**src/rtl/alu_pipe_mc.sv**
```systemverilog
// rtl/alu_pipe_mc.sv - multi-cycle ALU with operand wait, multiply pipeline and timeout
//
// Purpose: two-operand ALU that accepts operands together or split across
// cycles, runs multiplies over MUL_LAT cycles and flags a missing operand
// after WAIT_MAX enabled cycles.
// Ports:
//   i_clk, i_rst_n (sync, active-low), i_ce (clock enable)
//   i_opa, i_opb (N), i_cin, i_mode (1=arith, 0=logic), i_cmd (M)
//   i_inp_valid[0]=opa valid, [1]=opb valid
//   o_res (2N), o_cout, o_oflow, o_g, o_l, o_e, o_err
//   o_out_valid (one-cycle pulse), o_busy (new inputs ignored)
module alu_pipe_mc #(
  parameter int N        = 8,
  parameter int M        = 4,
  parameter int MUL_LAT  = 3,
  parameter int WAIT_MAX = 16
) (
  input  logic           i_clk,
  input  logic           i_rst_n,
  input  logic           i_ce,
  input  logic [N-1:0]   i_opa,
  input  logic [N-1:0]   i_opb,
  input  logic           i_cin,
  input  logic           i_mode,
  input  logic [M-1:0]   i_cmd,
  input  logic [1:0]     i_inp_valid,
  output logic [2*N-1:0] o_res,
  output logic           o_cout,
  output logic           o_oflow,
  output logic           o_g,
  output logic           o_l,
  output logic           o_e,
  output logic           o_err,
  output logic           o_out_valid,
  output logic           o_busy
);
  localparam int LG = $clog2(N);
  localparam int CW = $clog2(WAIT_MAX + MUL_LAT + 1);
  localparam logic [N:0] C_ONE = {{N{1'b0}}, 1'b1};

  typedef enum logic [1:0] {S_IDLE, S_WAIT, S_MUL} state_t;

  state_t         r_state;
  logic [CW-1:0]  r_cnt;
  logic [N-1:0]   r_opa, r_opb;
  logic [M-1:0]   r_cmd;
  logic           r_mode, r_cin;
  logic [1:0]     r_have;
  logic [2*N-1:0] r_res;
  logic [5:0]     r_flags;
  logic           r_out_valid, r_busy;

  logic           w_live, w_mode, w_cin;
  logic [M-1:0]   w_cmd;
  logic [31:0]    w_code;
  logic [N-1:0]   w_a, w_b, w_rol, w_ror;
  logic [LG-1:0]  w_amt;
  logic           w_def, w_need_a, w_need_b, w_is_mul, w_arrive;
  logic [1:0]     w_need;
  logic [N:0]     w_t;
  logic [2*N:0]   w_p;
  logic [2*N-1:0] w_res;
  logic           w_cout, w_oflow, w_g, w_l, w_e, w_err;
  logic [5:0]     w_flags;

  // In IDLE the live inputs drive the datapath; otherwise the latched command
  // is used, and an operand comes from the inputs only while it is still missing.
  assign w_live   = (r_state == S_IDLE);
  assign w_mode   = w_live ? i_mode : r_mode;
  assign w_cmd    = w_live ? i_cmd  : r_cmd;
  assign w_cin    = w_live ? i_cin  : r_cin;
  assign w_a      = (w_live || !r_have[0]) ? i_opa : r_opa;
  assign w_b      = (w_live || !r_have[1]) ? i_opb : r_opb;
  assign w_code   = 32'(w_cmd);
  assign w_amt    = w_b[LG-1:0];
  assign w_need   = {w_need_b, w_need_a};
  assign w_arrive = |(i_inp_valid & ~r_have);
  assign w_flags  = {w_err, w_e, w_l, w_g, w_oflow, w_cout};

  always_comb begin
    w_def = 1'b0; w_need_a = 1'b1; w_need_b = 1'b1; w_is_mul = 1'b0;
    if (w_mode) begin
      w_def = (w_code <= 12);
      case (w_code)
        4, 5:    w_need_b = 1'b0;
        6, 7:    w_need_a = 1'b0;
        9, 10:   w_is_mul = 1'b1;
        default: ;
      endcase
    end else begin
      w_def = (w_code <= 13);
      case (w_code)
        6, 8, 9:   w_need_b = 1'b0;
        7, 10, 11: w_need_a = 1'b0;
        default:   ;
      endcase
    end
  end

  always_comb begin
    for (int i = 0; i < N; i++) begin
      w_rol[i] = w_a[(i + N - int'(w_amt)) % N];
      w_ror[i] = w_a[(i + int'(w_amt)) % N];
    end
  end

  always_comb begin
    w_t = '0; w_p = '0; w_res = '0;
    w_cout = 1'b0; w_oflow = 1'b0; w_g = 1'b0; w_l = 1'b0; w_e = 1'b0; w_err = 1'b0;
    if (w_mode) begin
      case (w_code)
        0, 2: begin
          w_t = {1'b0, w_a} + {1'b0, w_b} + ((w_code == 2) ? {{N{1'b0}}, w_cin} : '0);
          w_res = {{(N-1){1'b0}}, w_t}; w_cout = w_t[N];
        end
        1, 3: begin  // borrow appears as the extra top bit of the difference
          w_t = {1'b0, w_a} - {1'b0, w_b} - ((w_code == 3) ? {{N{1'b0}}, w_cin} : '0);
          w_res = {{N{1'b0}}, w_t[N-1:0]}; w_cout = w_t[N];
        end
        4: begin w_t = {1'b0, w_a} + C_ONE; w_res = {{N{1'b0}}, w_t[N-1:0]}; w_cout = w_t[N]; end
        5: begin w_t = {1'b0, w_a} - C_ONE; w_res = {{N{1'b0}}, w_t[N-1:0]}; w_cout = w_t[N]; end
        6: begin w_t = {1'b0, w_b} + C_ONE; w_res = {{N{1'b0}}, w_t[N-1:0]}; w_cout = w_t[N]; end
        7: begin w_t = {1'b0, w_b} - C_ONE; w_res = {{N{1'b0}}, w_t[N-1:0]}; w_cout = w_t[N]; end
        8: begin w_g = (w_a > w_b); w_l = (w_a < w_b); w_e = (w_a == w_b); end
        9: begin  // (2^N)^2 is the only product reaching bit 2N
          w_p = {{N{1'b0}}, ({1'b0, w_a} + C_ONE)} * {{N{1'b0}}, ({1'b0, w_b} + C_ONE)};
          w_res = w_p[2*N-1:0]; w_oflow = w_p[2*N];
        end
        10: begin
          w_p = {{(N+1){1'b0}}, w_a[N-2:0], 1'b0} * {{(N+1){1'b0}}, w_b};
          w_res = w_p[2*N-1:0];
        end
        11, 12: begin
          w_t = (w_code == 11) ? ({w_a[N-1], w_a} + {w_b[N-1], w_b})
                               : ({w_a[N-1], w_a} - {w_b[N-1], w_b});
          w_res = {{(N-1){w_t[N]}}, w_t};
          w_oflow = w_t[N] ^ w_t[N-1];
          w_g = ($signed(w_a) > $signed(w_b));
          w_l = ($signed(w_a) < $signed(w_b));
          w_e = (w_a == w_b);
        end
        default: w_err = 1'b1;
      endcase
    end else begin
      case (w_code)
        0:  w_res = {{N{1'b0}}, w_a & w_b};
        1:  w_res = {{N{1'b0}}, ~(w_a & w_b)};
        2:  w_res = {{N{1'b0}}, w_a | w_b};
        3:  w_res = {{N{1'b0}}, ~(w_a | w_b)};
        4:  w_res = {{N{1'b0}}, w_a ^ w_b};
        5:  w_res = {{N{1'b0}}, ~(w_a ^ w_b)};
        6:  w_res = {{N{1'b0}}, ~w_a};
        7:  w_res = {{N{1'b0}}, ~w_b};
        8:  w_res = {{N{1'b0}}, 1'b0, w_a[N-1:1]};
        9:  w_res = {{N{1'b0}}, w_a[N-2:0], 1'b0};
        10: w_res = {{N{1'b0}}, 1'b0, w_b[N-1:1]};
        11: w_res = {{N{1'b0}}, w_b[N-2:0], 1'b0};
        12: begin w_res = {{N{1'b0}}, w_rol}; w_err = |w_b[N-1:LG]; end
        13: begin w_res = {{N{1'b0}}, w_ror}; w_err = |w_b[N-1:LG]; end
        default: w_err = 1'b1;
      endcase
    end
  end

  always_ff @(posedge i_clk) begin
    if (!i_rst_n) begin
      r_state <= S_IDLE; r_cnt <= '0; r_opa <= '0; r_opb <= '0; r_cmd <= '0;
      r_mode <= 1'b0; r_cin <= 1'b0; r_have <= 2'b00; r_res <= '0; r_flags <= '0;
      r_out_valid <= 1'b0; r_busy <= 1'b0;
    end else if (!i_ce) begin
      r_out_valid <= 1'b0;
    end else begin
      r_out_valid <= 1'b0;
      case (r_state)
        S_IDLE: if (i_inp_valid != 2'b00) begin
          if (w_def && ((i_inp_valid & w_need) == w_need)) begin
            if (w_is_mul) begin
              r_state <= S_MUL; r_busy <= 1'b1; r_cnt <= '0; r_have <= 2'b11;
              r_opa <= i_opa; r_opb <= i_opb; r_cmd <= i_cmd; r_mode <= i_mode; r_cin <= i_cin;
            end else begin
              r_res <= w_res; r_flags <= w_flags; r_out_valid <= 1'b1;
            end
          end else if (w_def && w_need == 2'b11) begin
            // exactly one operand of a two-operand command: hold it and wait
            r_state <= S_WAIT; r_busy <= 1'b1; r_cnt <= '0; r_have <= i_inp_valid;
            r_opa <= i_inp_valid[0] ? i_opa : '0;
            r_opb <= i_inp_valid[1] ? i_opb : '0;
            r_cmd <= i_cmd; r_mode <= i_mode; r_cin <= i_cin;
          end else begin
            r_res <= '0; r_flags <= 6'b100000; r_out_valid <= 1'b1;
          end
        end
        S_WAIT: begin
          if (w_arrive) begin
            r_opa <= w_a; r_opb <= w_b; r_have <= 2'b11; r_cnt <= '0;
            if (w_is_mul) begin
              r_state <= S_MUL;
            end else begin
              r_state <= S_IDLE; r_busy <= 1'b0;
              r_res <= w_res; r_flags <= w_flags; r_out_valid <= 1'b1;
            end
          end else if (r_cnt == CW'(WAIT_MAX - 1)) begin
            r_state <= S_IDLE; r_busy <= 1'b0; r_cnt <= '0;
            r_res <= '0; r_flags <= 6'b100000; r_out_valid <= 1'b1;
          end else begin
            r_cnt <= r_cnt + CW'(1);
          end
        end
        S_MUL: begin
          if (r_cnt == CW'(MUL_LAT - 1)) begin
            r_state <= S_IDLE; r_busy <= 1'b0; r_cnt <= '0;
            r_res <= w_res; r_flags <= w_flags; r_out_valid <= 1'b1;
          end else begin
            r_cnt <= r_cnt + CW'(1);
          end
        end
        default: begin r_state <= S_IDLE; r_busy <= 1'b0; end
      endcase
    end
  end

  assign o_res       = r_res;
  assign {o_err, o_e, o_l, o_g, o_oflow, o_cout} = r_flags;
  assign o_out_valid = r_out_valid;
  assign o_busy      = r_busy;
endmodule
```
**config.mk**
```make
export PLATFORM = sky130hd
export DESIGN_NAME = alu_pipe_mc
export DESIGN_NICKNAME = d
export VERILOG_FILES = /design/src/rtl/alu_pipe_mc.sv
export SDC_FILE = /design/constraint.sdc
export NUM_CORES = 1
export LEC_CHECK = 0
export BUFFER_PORTS_ARGS = -buffer_cell sky130_fd_sc_hd__buf_2
export CAP_MARGIN = 20
export CORE_ASPECT_RATIO = 1.75
export CORE_UTILIZATION = 60
export CTS_BUF_LIST = sky130_fd_sc_hd__clkbuf_16
export DETAILED_ROUTE_END_ITERATION = 12
export GPL_TIMING_DRIVEN = 0
export HOLD_SLACK_MARGIN = 0.15
export PLACE_DENSITY = 0.83
export SYNTH_ARGS = -nofsm -noshare
export SYNTH_HDL_FRONTEND = slang
export SYNTH_SLANG_ARGS = --single-unit
```
**constraint.sdc**
```tcl
create_clock -name i_clk -period 20.5 [get_ports i_clk]
set_input_delay 1.025 -clock i_clk [delete_from_list [all_inputs] [get_ports i_clk]]
set_output_delay 1.025 -clock i_clk [all_outputs]
set_load 0.02 [all_outputs]
```
== After elaboration in Yosys (flattened, before gate mapping) ==
Index checks and enable logic that the tools add are counted.
Word-level totals
  flip-flop bits (word level): 55
  output and inout bits: 24
  logic and storage cells: 325
Operators by class
  add/sub/neg operators: 26
  $mul: 2
  $lt $le $gt $ge: 22
  eq/ne operators: 29
  muxes and demuxes: 159
  bitwise gates (word level): 27
  reductions and logical operators: 48
Operators by type and width (count)
  $pmux W16 S9: 1
  $mux W16: 8
  $mux W8: 14
  $pmux W8 S14: 1
  $lt A4 B5 Y1 const B: 15
  $mux W1: 73
  $reduce_or A3 Y1: 18
  $bmux W1 S3: 16
  $pmux W16 S3: 1
  $mux W6: 7
  $not A8 Y8: 5
  $sub A4 B3 Y5 const A: 8
  $mux W5: 7
  $logic_not A32 Y1: 1
  $pmux W8 S2: 2
  $mux W2: 13
  $eq A4 B4 Y1 const B: 6
  $add A8 B1 Y9 const B: 2
  $add A8 B8 Y9: 2
  $pmux W6 S3: 1
  $reduce_and A6 Y1: 3
  $sub A8 B1 Y9 const B: 2
  $sub A8 B8 Y9: 2
  $mul A9 B9 Y17: 1
  53 further kinds: 104

== Logic depth before layout (Yosys ltp) ==
Gate-level depths: netlist of run 1.
  depth after elaboration: 15
  depth in mapped cells: 32
  depth with buffers taken out: 28

== Worst setup path after synthesis of run 1 ==
No wires, ideal clock.
  kind: in2reg
  start point: input i_opb[0]
  end point: register r_res[15] (netlist: o_res[15])
  library setup time: 0.122 ns
  data arrival time: 7.020 ns
  required time: 20.378 ns
  slack: 13.358 ns
  stages: 25
  buffers on the path: 3
  cell sequence: mux2i_2 buf_2 buf_1 inv_1 ha_1 nand3_2 or3_1 clkbuf_1 nor2_1 fa_1 fa_1 fa_1 inv_1 fa_1 inv_1 ha_1 a21o_1 a211o_1 o211ai_1 nand2b_1 xor2_1 a2111oi_2 a21oi_1 and2_1 a221o_1
Between the ends
  longest elaborated chain between the ends: 9
  elaborated cells between the ends (all ways): 15
  those cells by class: add/sub (3); mul (2); mux (10)
RTL lines
  start: declaration: RTL line 22  | input logic [N-1:0] i_opb,
  $mux W8 *: RTL line 73  | assign w_b = (w_live || !r_have[1]) ? i_opb : r_opb;
  $add A8 B1 Y9, or another cell as far along: RTL line 126  | w_p = {{N{1'b0}}, ({1'b0, w_a} + C_ONE)} * {{N{1'b0}}, ({1'b0, w_b} + C_ONE)};
  $mul A9 B9 Y17 or $mux W9 (tied branches): RTL line 126, 134
  $pmux W16 S9 *: RTL line 111  | case (w_code)
  $mux W16 *: RTL line 110  | if (w_mode) begin
  $mux W16: RTL line 177, 196
  $mux W16: RTL line 176  | if (w_def && ((i_inp_valid & w_need) == w_need)) begin
  $mux W16: RTL line 175  | S_IDLE: if (i_inp_valid != 2'b00) begin
  $pmux W16 S3 *: RTL line 174  | case (r_state)
  end signal: assignment: RTL line 181  | r_res <= w_res; r_flags <= w_flags; r_out_valid <= 1'b1;
  end signal: assignment: RTL line 200  | r_res <= w_res; r_flags <= w_flags; r_out_valid <= 1'b1;
  end signal: assignment: RTL line 204  | r_res <= '0; r_flags <= 6'b100000; r_out_valid <= 1'b1;
  end: declaration: RTL line 49  | logic [2*N-1:0] r_res;
Mark *: on every way between the ends. The rest lies on a longest branch, timed or not. The select of a mux whose other input is x is not followed.
A chain may end at the register's enable or synchronous reset.

== Final worst setup path of run 1 ==
  start point: register r_state[0]
  end point: register r_res[12] (netlist: o_res[12])
Between the ends
  longest elaborated chain between the ends: 12
  elaborated cells between the ends (all ways): 67
  those cells by class: add/sub (4); mul (2); order compare (2); eq/ne (20); mux (22); bitwise (1); reduce/logical (16)
RTL lines
  start: declaration: RTL line 43  | state_t r_state;
  start signal: assignment: RTL line 167  | r_state <= S_IDLE; r_cnt <= '0; r_opa <= '0; r_opb <= '0; r_cmd <= '0;
  start signal: assignment: RTL line 178  | r_state <= S_MUL; r_busy <= 1'b1; r_cnt <= '0; r_have <= 2'b11;
  start signal: assignment: RTL line 185  | r_state <= S_WAIT; r_busy <= 1'b1; r_cnt <= '0; r_have <= i_inp_valid;
  $logic_not A2 Y1 *: RTL line 68  | assign w_live = (r_state == S_IDLE);
  net w_live: RTL line 53  | logic w_live, w_mode, w_cin;
  branches (longest 11 deep; another with $mul A9 B9 Y17)
  end signal: assignment: RTL line 168  | r_mode <= 1'b0; r_cin <= 1'b0; r_have <= 2'b00; r_res <= '0; r_flags <= '0;
  end signal: assignment: RTL line 181
  end signal: assignment: RTL line 190  | r_res <= '0; r_flags <= 6'b100000; r_out_valid <= 1'b1;
Mark *: on every way through the listed nets, which the timed path passes. The select of a mux whose other input is x is not followed.

==> results of run 1 <==
-- kinds of logic after synthesis --
| logic type | count (synthesis) | synth area share |
|---|---|---|
| multiplexers | 64 | 0.0729 |
| buffers and inverters | 251 | 0.0877 |
| AND/OR/NAND/NOR | 508 | 0.197 |
| flip-flops | 55 | 0.0908 |
| adder cells (fa/ha/maj) | 199 | 0.256 |
| XOR/XNOR | 77 | 0.0581 |
| AO/OA/AOI/OAI | 393 | 0.237 |
-- cell type report --
class,instances,area (sq um)
Fill cell,1724,6900
Tap cell,245,307
Sequential cell,55,1100
Buffer,80,419
Clock buffer,5,125
Inverter,171,644
Clock inverter,3,27.5
Timing Repair Buffer,51,254
Multi-Input combinational cell,1241,9960
-- routing by layer --
layer / track usage / part of all wire / up-vias
met4: 0.525 / 0.12 / 2
met1: 0.513 / 0.32 / 6081
met2: 0.806 / 0.46 / 949
met3: 0.171 / 0.11 / 376
li1: - / - / 5549
met5: 0 / 0.00017 / -
-- through the flow --
step	area, sq um	power (mW)	hold slack, ns	instances
2_1_floorplan	12100	1.41	0.460	1547
3_3_place_gp	12700	1.90	0.427	1841
3_5_place_dp	12700	1.94	0.436	1843
4_1_cts	12800	2.04	0.447	1851
5_1_grt	12800	2.33	0.463	1851
6_report	12800	2.14	0.442	1851
-- cell usage in the layout (no fill, tap or decap), types with 29 or more instances in the layout --
cell,synthesis,routed
nand2_1,176,176
nor2_1,168,168
ha_1,117,117
mux2i_1,29,29
dfxtp_1,55,55
o21ai_0,61,61
a21oi_1,86,85
a22oi_1,29,29
nand3_1,33,33
buf_2,11,61
fa_1,82,82
xnor2_1,57,57
clkbuf_1,49,49
o22ai_1,30,30
inv_1,155,155
-- critical path: cells and delay by family (launching register included) --
kind                       cells  cell delay (ns)
adders and majority gates      7             2.91
buffers and inverters          9             2.58
AOI/OAI and AO/OA              5             1.46
and+or+nand+nor                5             0.91
xor gates and xnor gates       2             0.60
muxes                          1             0.55
DFF                            1             0.34
-- worst max-delay path by stage --
stage                      endpoint  cells after the start
after CTS                 o_res[12]                     29
final                     o_res[12]                     29
after global placement     o_res[7]                     24
after global routing      o_res[10]                     29
after floorplan           o_res[15]                     25
after detailed placement  o_res[12]                     26
-- state kept, by name, indices dropped and copies added, names as in the netlist --
| register | count |
|---|---|
| r_have | 2 |
| o_out_valid | 1 |
| o_res | 16 |
| r_cmd | 4 |
| r_flags | 6 |
| r_cnt | 5 |
| o_busy | 1 |
| r_mode | 1 |
| r_state | 2 |
| r_cin | 1 |
| r_opb | 8 |
| r_opa | 8 |
-- power groups by stage --
stage / Clock [mW] / Combinational, mW / Sequential, mW
finish: 0.0999 / 1.88 / 0.156
global route: 0.101 / 2.07 / 0.159
CTS: 0.0974 / 1.79 / 0.155
detailed placement: 0 / 1.78 / 0.158
global placement: 0 / 1.74 / 0.156
floorplan: 0 / 1.25 / 0.159
==> results.txt, run 1 <==
Clock buffer depth = 2
Setup crit end kind = flip-flop
Top cells by count, synth = nand2_1, nor2_1, inv_1
Pwr Density = 167 mW/mm^2
Final ANT Viol Nets = 0
First-pass GRT wire length = 77400 microns
Hold endpoint = o_res[3]
CTS sink cnt = 55
Most used DFF post-synth = dfxtp_1
Setup WS post-layout = 11.01 ns
Syn Inst Count = 1547
Leak pwr = 5.81 nW
Post-CTS Hold Buffers = 0
Gpl congestion = 1.08
Slew Limit Fails = 0
Max-Cap Viols = 0
Ant. Diodes = 0
DR pass1 iterations = 8
Worst EP arrival = 9.72 ns
Post-layout util = 0.650
Final Setup Violations = 0
Synth Cell Area = 0.0121 sq mm
Fmax = 105 MHz
Worst-margin pin slew = 1.17 ns
Clk_skew = 0.00993 ns
Syn Area/Cell = 7.84 sq um
Via count = 12957
Ports = 51
Routed len/inst = 27.8 microns
Skew-Pair Late Insertion Delay = 0.34 ns
Seq pwr share = 0.073
Grt ovf = 0
Synth unique cells = 101
Nets = 1831
Final worst path period need = 9.49 ns
Register area share after synthesis = 0.0908
Post-detailed-route DRC marker count = 0
Fin. Hold Viols = 0
Clk pwr share = 0.047
Outcome = complete, no violations
Post-CTS Setup Repair Bufs = 0
Flop2flop setup slack = 11.01 ns
Max rail drop VDD = 0.000258 V
Syn-to-layout area delta = 5.92%
FFs w/ async S/R, synth = 0
Clock transition at the registers of the reported paths = 0.08 ns
Number of synthesized flops with an enable pin = 0
Fraction of layout cells with a size suffix above 1 = 0.120
Yosys reg bits = 55
Synthesized Nets = 1773
Combinational fraction of design power = 0.880
Critical Path Source Type = flip-flop
Worst-path maximum fanout = 12
Yosys warning total = 0
Initial Util = 0.614
CTS H-Tree Depth = 2
RSZ-0062 raised after global routing = no
Pin count of the biggest net entering global routing = 20
Crit-path max cell delay = 0.82 ns
Cell taking the most area after synthesis = fa_1
Int Power = 0.830 mW
Top area cells in the synthesized netlist = fa_1, ha_1, dfxtp_1, nand2_1, nor2_1
Hold wc startpoint = o_res[3]
Core Region = 0.0197 sq mm
Worst slew margin = 0.207
Critical path class = flip-flop to flip-flop
Most frequent cell after synthesis = nand2_1
Die Footprint = 0.0208 sq mm
# rows = 68
CTS Buf Count = 5
Die Wd = 109 microns
Worst hold path class = flip-flop to flip-flop
Reg2Reg Depth = 29
CTS tree = yes
DRT iter0 DRCs = 1354
Final TNS setup = 0 ns
Worst path required time = 20.73 ns
Placement-stage worst setup slack = 11.42 ns
Post-DP HPWL = 40300 microns
Worst hold stages = 2
Number of buffers added on ports = 49
Antenna violations before repair = 1
Clk root buf = clkbuf_16
Sw Ratio = 0.612
Synth top area share = 0.135
Critical R2R Launch = r_state[0]
Die H = 190 microns
Worst reg2reg path endpoint = o_res[12]
Critical-path top delay cell = clkbuf_1
Sw Pwr = 1.31 mW
Vias in the first global route = 13243
Gr usage total = 0.515
Total Wirelength = 51500 microns
Post-CTS sizing = 0
Worst setup startpoint = r_state[0]
Post-route clock period utilization = 0.463
DR vias/cell = 7.00
(Power assumes the default switching activity.)
==> run 2, diff against run 1 <==
Settings changed: ABC_AREA set to 1.
Clock period 20.5 ns to 9.34 ns, I/O delays scaled along.
==> run 2 against run 1 <==
Critical endpoint is now r_flags[1]. Clock power grew 110%. Highest routed layer is now met4. Register-to-register slack lost 10 ns. Combinational power grew 120%.
==> results.txt, run 2 <==
Via count = 14351 (+11%)
Final ANT Viol Nets = 0 (unchanged)
Leak pwr = 6.56 nW (+13%)
CTS Buf Count = 5 (unchanged)
RSZ-0062 raised after global routing = no
Gr usage total = 0.548 (+0.0322)
Final worst path period need = 8.67 ns (-0.821 ns)
Pwr Density = 368 mW/mm^2 (+120%)
Critical Path Source Type = flip-flop
Post-layout util = 0.645 (-0.00572)
Ant. Diodes = 0 (unchanged)
Post-route clock period utilization = 0.928 (+0.465)
Grt ovf = 0 (unchanged)
Most frequent cell after synthesis = nand2_1
Minimum hold slack = 0.433 ns (-0.00937 ns)
Total Wirelength = 53700 microns (+4.2%)
Skew-Pair Late Insertion Delay = 0.32 ns (-0.02 ns)
Routed len/inst = 23.8 microns (-15%)
Post-CTS Setup Repair Bufs = 0 (unchanged)
Cell taking the most area after synthesis = nand2_1
Antenna violations before repair = 1 (unchanged)
DRT iter0 DRCs = 1725 (+27%)
Initial Util = 0.608 (-0.00594)
Worst path required time = 9.59 ns (-11.14 ns)
Gpl congestion = 1.09 (+0.93%)
First-pass GRT wire length = 81900 microns (+5.8%)
Number of synthesized flops with an enable pin = 0 (unchanged)
Worst-margin pin slew = 1.16 ns (-0.00879 ns)
Synth Cell Area = 0.0120 sq mm (-1.4%)
Top cells by count, synth = nand2_1, inv_1, nor2_1
Crit-path max cell delay = 0.87 ns (+0.05 ns)
Yosys reg bits = 55 (unchanged)
Fmax = 115 MHz (+9.5%)
Max rail drop VDD = 0.000545 V (+110%)
Worst hold path class = input port to flip-flop
Synth top area share = 0.161 (+0.0257)
Post-route cell area = 0.0127 sq mm (-1.3%)
Final Setup Violations = 0 (unchanged)
Sw Ratio = 0.649 (+0.0364)
Ports = 51 (unchanged)
Fraction of layout cells with a size suffix above 1 = 0.0805 (-0.0390)
Fin. Hold Viols = 0 (unchanged)
Clk pwr share = 0.045 (-0.002)
Top area cells in the synthesized netlist = nand2_1, fa_1, ha_1, dfxtp_1, inv_1
Critical path class = flip-flop to flip-flop
Core Region = 0.0197 sq mm (-0.43%)
Yosys warning total = 0 (unchanged)
Die Wd = 109 microns (-0.69%)
Total Power = 4.66 mW (+120%)
Post-CTS Hold Buffers = 0 (unchanged)
Worst hold stages = 3 (+1)
DP Area = 0.0125 sq mm (-1.3%)
Die Footprint = 0.0205 sq mm (-1.4%)
Sw Pwr = 3.02 mW (+130%)
CTS tree = yes
Post-CTS sizing = 0 (unchanged)
Clock transition at the registers of the reported paths = 0.08 ns (about the same)
Post-DP HPWL = 40800 microns (+1.2%)
Clk_skew = 0.0126 ns (+0.00263 ns)
Syn Inst Count = 1954 (+26%)
Commonest non-fill, non-tap cell in the layout = nand2_1
Fillers = 1836 (+6.5%)
CTS sink cnt = 55 (unchanged)
Max reg flops = 16 (unchanged)
Combinational fraction of design power = 0.883 (+0.003)
DR vias/cell = 6.36 (-9.2%)
Critical-path top delay cell = clkbuf_1
Worst EP arrival = 8.92 ns (-0.80 ns)
Nets = 2237 (+22%)
Pin count of the biggest net entering global routing = 21 (+5.0%)
Slew Limit Fails = 0 (unchanged)
Synth unique cells = 53 (-48%)
Most frequent cells in the layout = nand2_1, inv_1, nor2_1
Max-Cap Viols = 0 (unchanged)
Outcome = complete, no violations
Die H = 189 microns (-0.69%)
Vias in the first global route = 14449 (+9.1%)
Post-detailed-route DRC marker count = 0 (unchanged)
Final TNS setup = 0 ns (unchanged)
Seq pwr share = 0.072 (about the same)
DR pass1 iterations = 10 (+2)
Worst-path maximum fanout = 12 (unchanged)
Syn Area/Cell = 6.12 sq um (-22%)
Reg2Reg Depth = 37 (+28%)
Most numerous cell on the critical path = nand2_1
Synthesized Nets = 2180 (+23%)
Int Power = 1.64 mW (+97%)
Worst slew margin = 0.229 (+0.0212)
Clk root buf = clkbuf_16
CTS H-Tree Depth = 2 (unchanged)
Syn-to-layout area delta = 6.02% (about the same)
Clock buffer depth = 2 (unchanged)
# rows = 68 (unchanged)
Most used DFF post-synth = dfxtp_1
Register area share after synthesis = 0.0921 (+0.00128)
Number of buffers added on ports = 50 (+2.0%)
Setup crit end kind = flip-flop
FFs w/ async S/R, synth = 0 (unchanged)
-- run 2: changes by cell type in the layout (fill, tap and decap cells not counted), sizes merged, moves of 36 or more --
cell and change:
nand2 +346, nand3 +125, o21ai +120, inv +118, xnor2 -56, mux2i -36
-- run 2: kinds of logic after synthesis --
family | after synthesis | share of synthesized area
flops | 55 | 0.0921
compound gates | 372 | 0.175
mux | 3 | 0.00251
buf+inv | 365 | 0.121
fa+ha+maj | 199 | 0.260
xor+xnor | 20 | 0.0147
simple gates | 940 | 0.335
-- run 2: per-stage QoR --
step	setup WS, ns	std cells
2_1_floorplan	3.02	1954
3_3_place_gp	1.45	2249
3_5_place_dp	1.26	2249
4_1_cts	1.23	2257
5_1_grt	0.206	2257
6_report	0.669	2257
-- run 2: area by class of cell --
class	count	area, sq um	area share
buffer	73	352	0.0277
clock buffer	5	125	0.00987
clock inverter	3	33.8	0.00267
inverter	292	1100	0.0865
multi-input combinational	1534	9410	0.742
sequential	55	1100	0.0869
tap	245	307	0.0242
timing repair buffer	50	250	0.0197
-- run 2: layer usage --
metal,share of wire,GRT usage,wire [microns],up-vias
li1,-,-,-,6433
met2,0.45,0.846,23900,962
met1,0.31,0.509,16600,6535
met4,0.12,0.534,6430,0
met5,0,0.0306,0,-
met3,0.13,0.265,6760,421
-- run 2: worst max-delay path: cells and delay by family (launching register included) --
kind	cells	cell delay, ns
adder cells (fa/ha/maj)	7	3.02
AND/OR/NAND/NOR	18	2.74
buffers and inverters	8	1.84
AO/OA/AOI/OAI	4	0.61
flip-flops	1	0.39
-- run 2: path summary, 6_finish.rpt --
check / from / endpoint / slack, ns
worst max register to register: r_state[0] / r_flags[1] / 0.67
worst max-delay path: r_state[0] / r_flags[1] / 0.67
worst min-delay path: i_ce / o_out_valid / 0.43
worst min register to register: r_opa[5] / r_opa[5] / 0.45
-- run 2: power by group through the flow --
stage	Sequential (mW)	Combinational, mW	Clock [mW]
floorplan	0.368	2.61	0
global placement	0.336	3.68	0
detailed placement	0.340	3.79	0
CTS	0.334	3.81	0.207
global route	0.342	4.57	0.213
finish	0.336	4.11	0.209
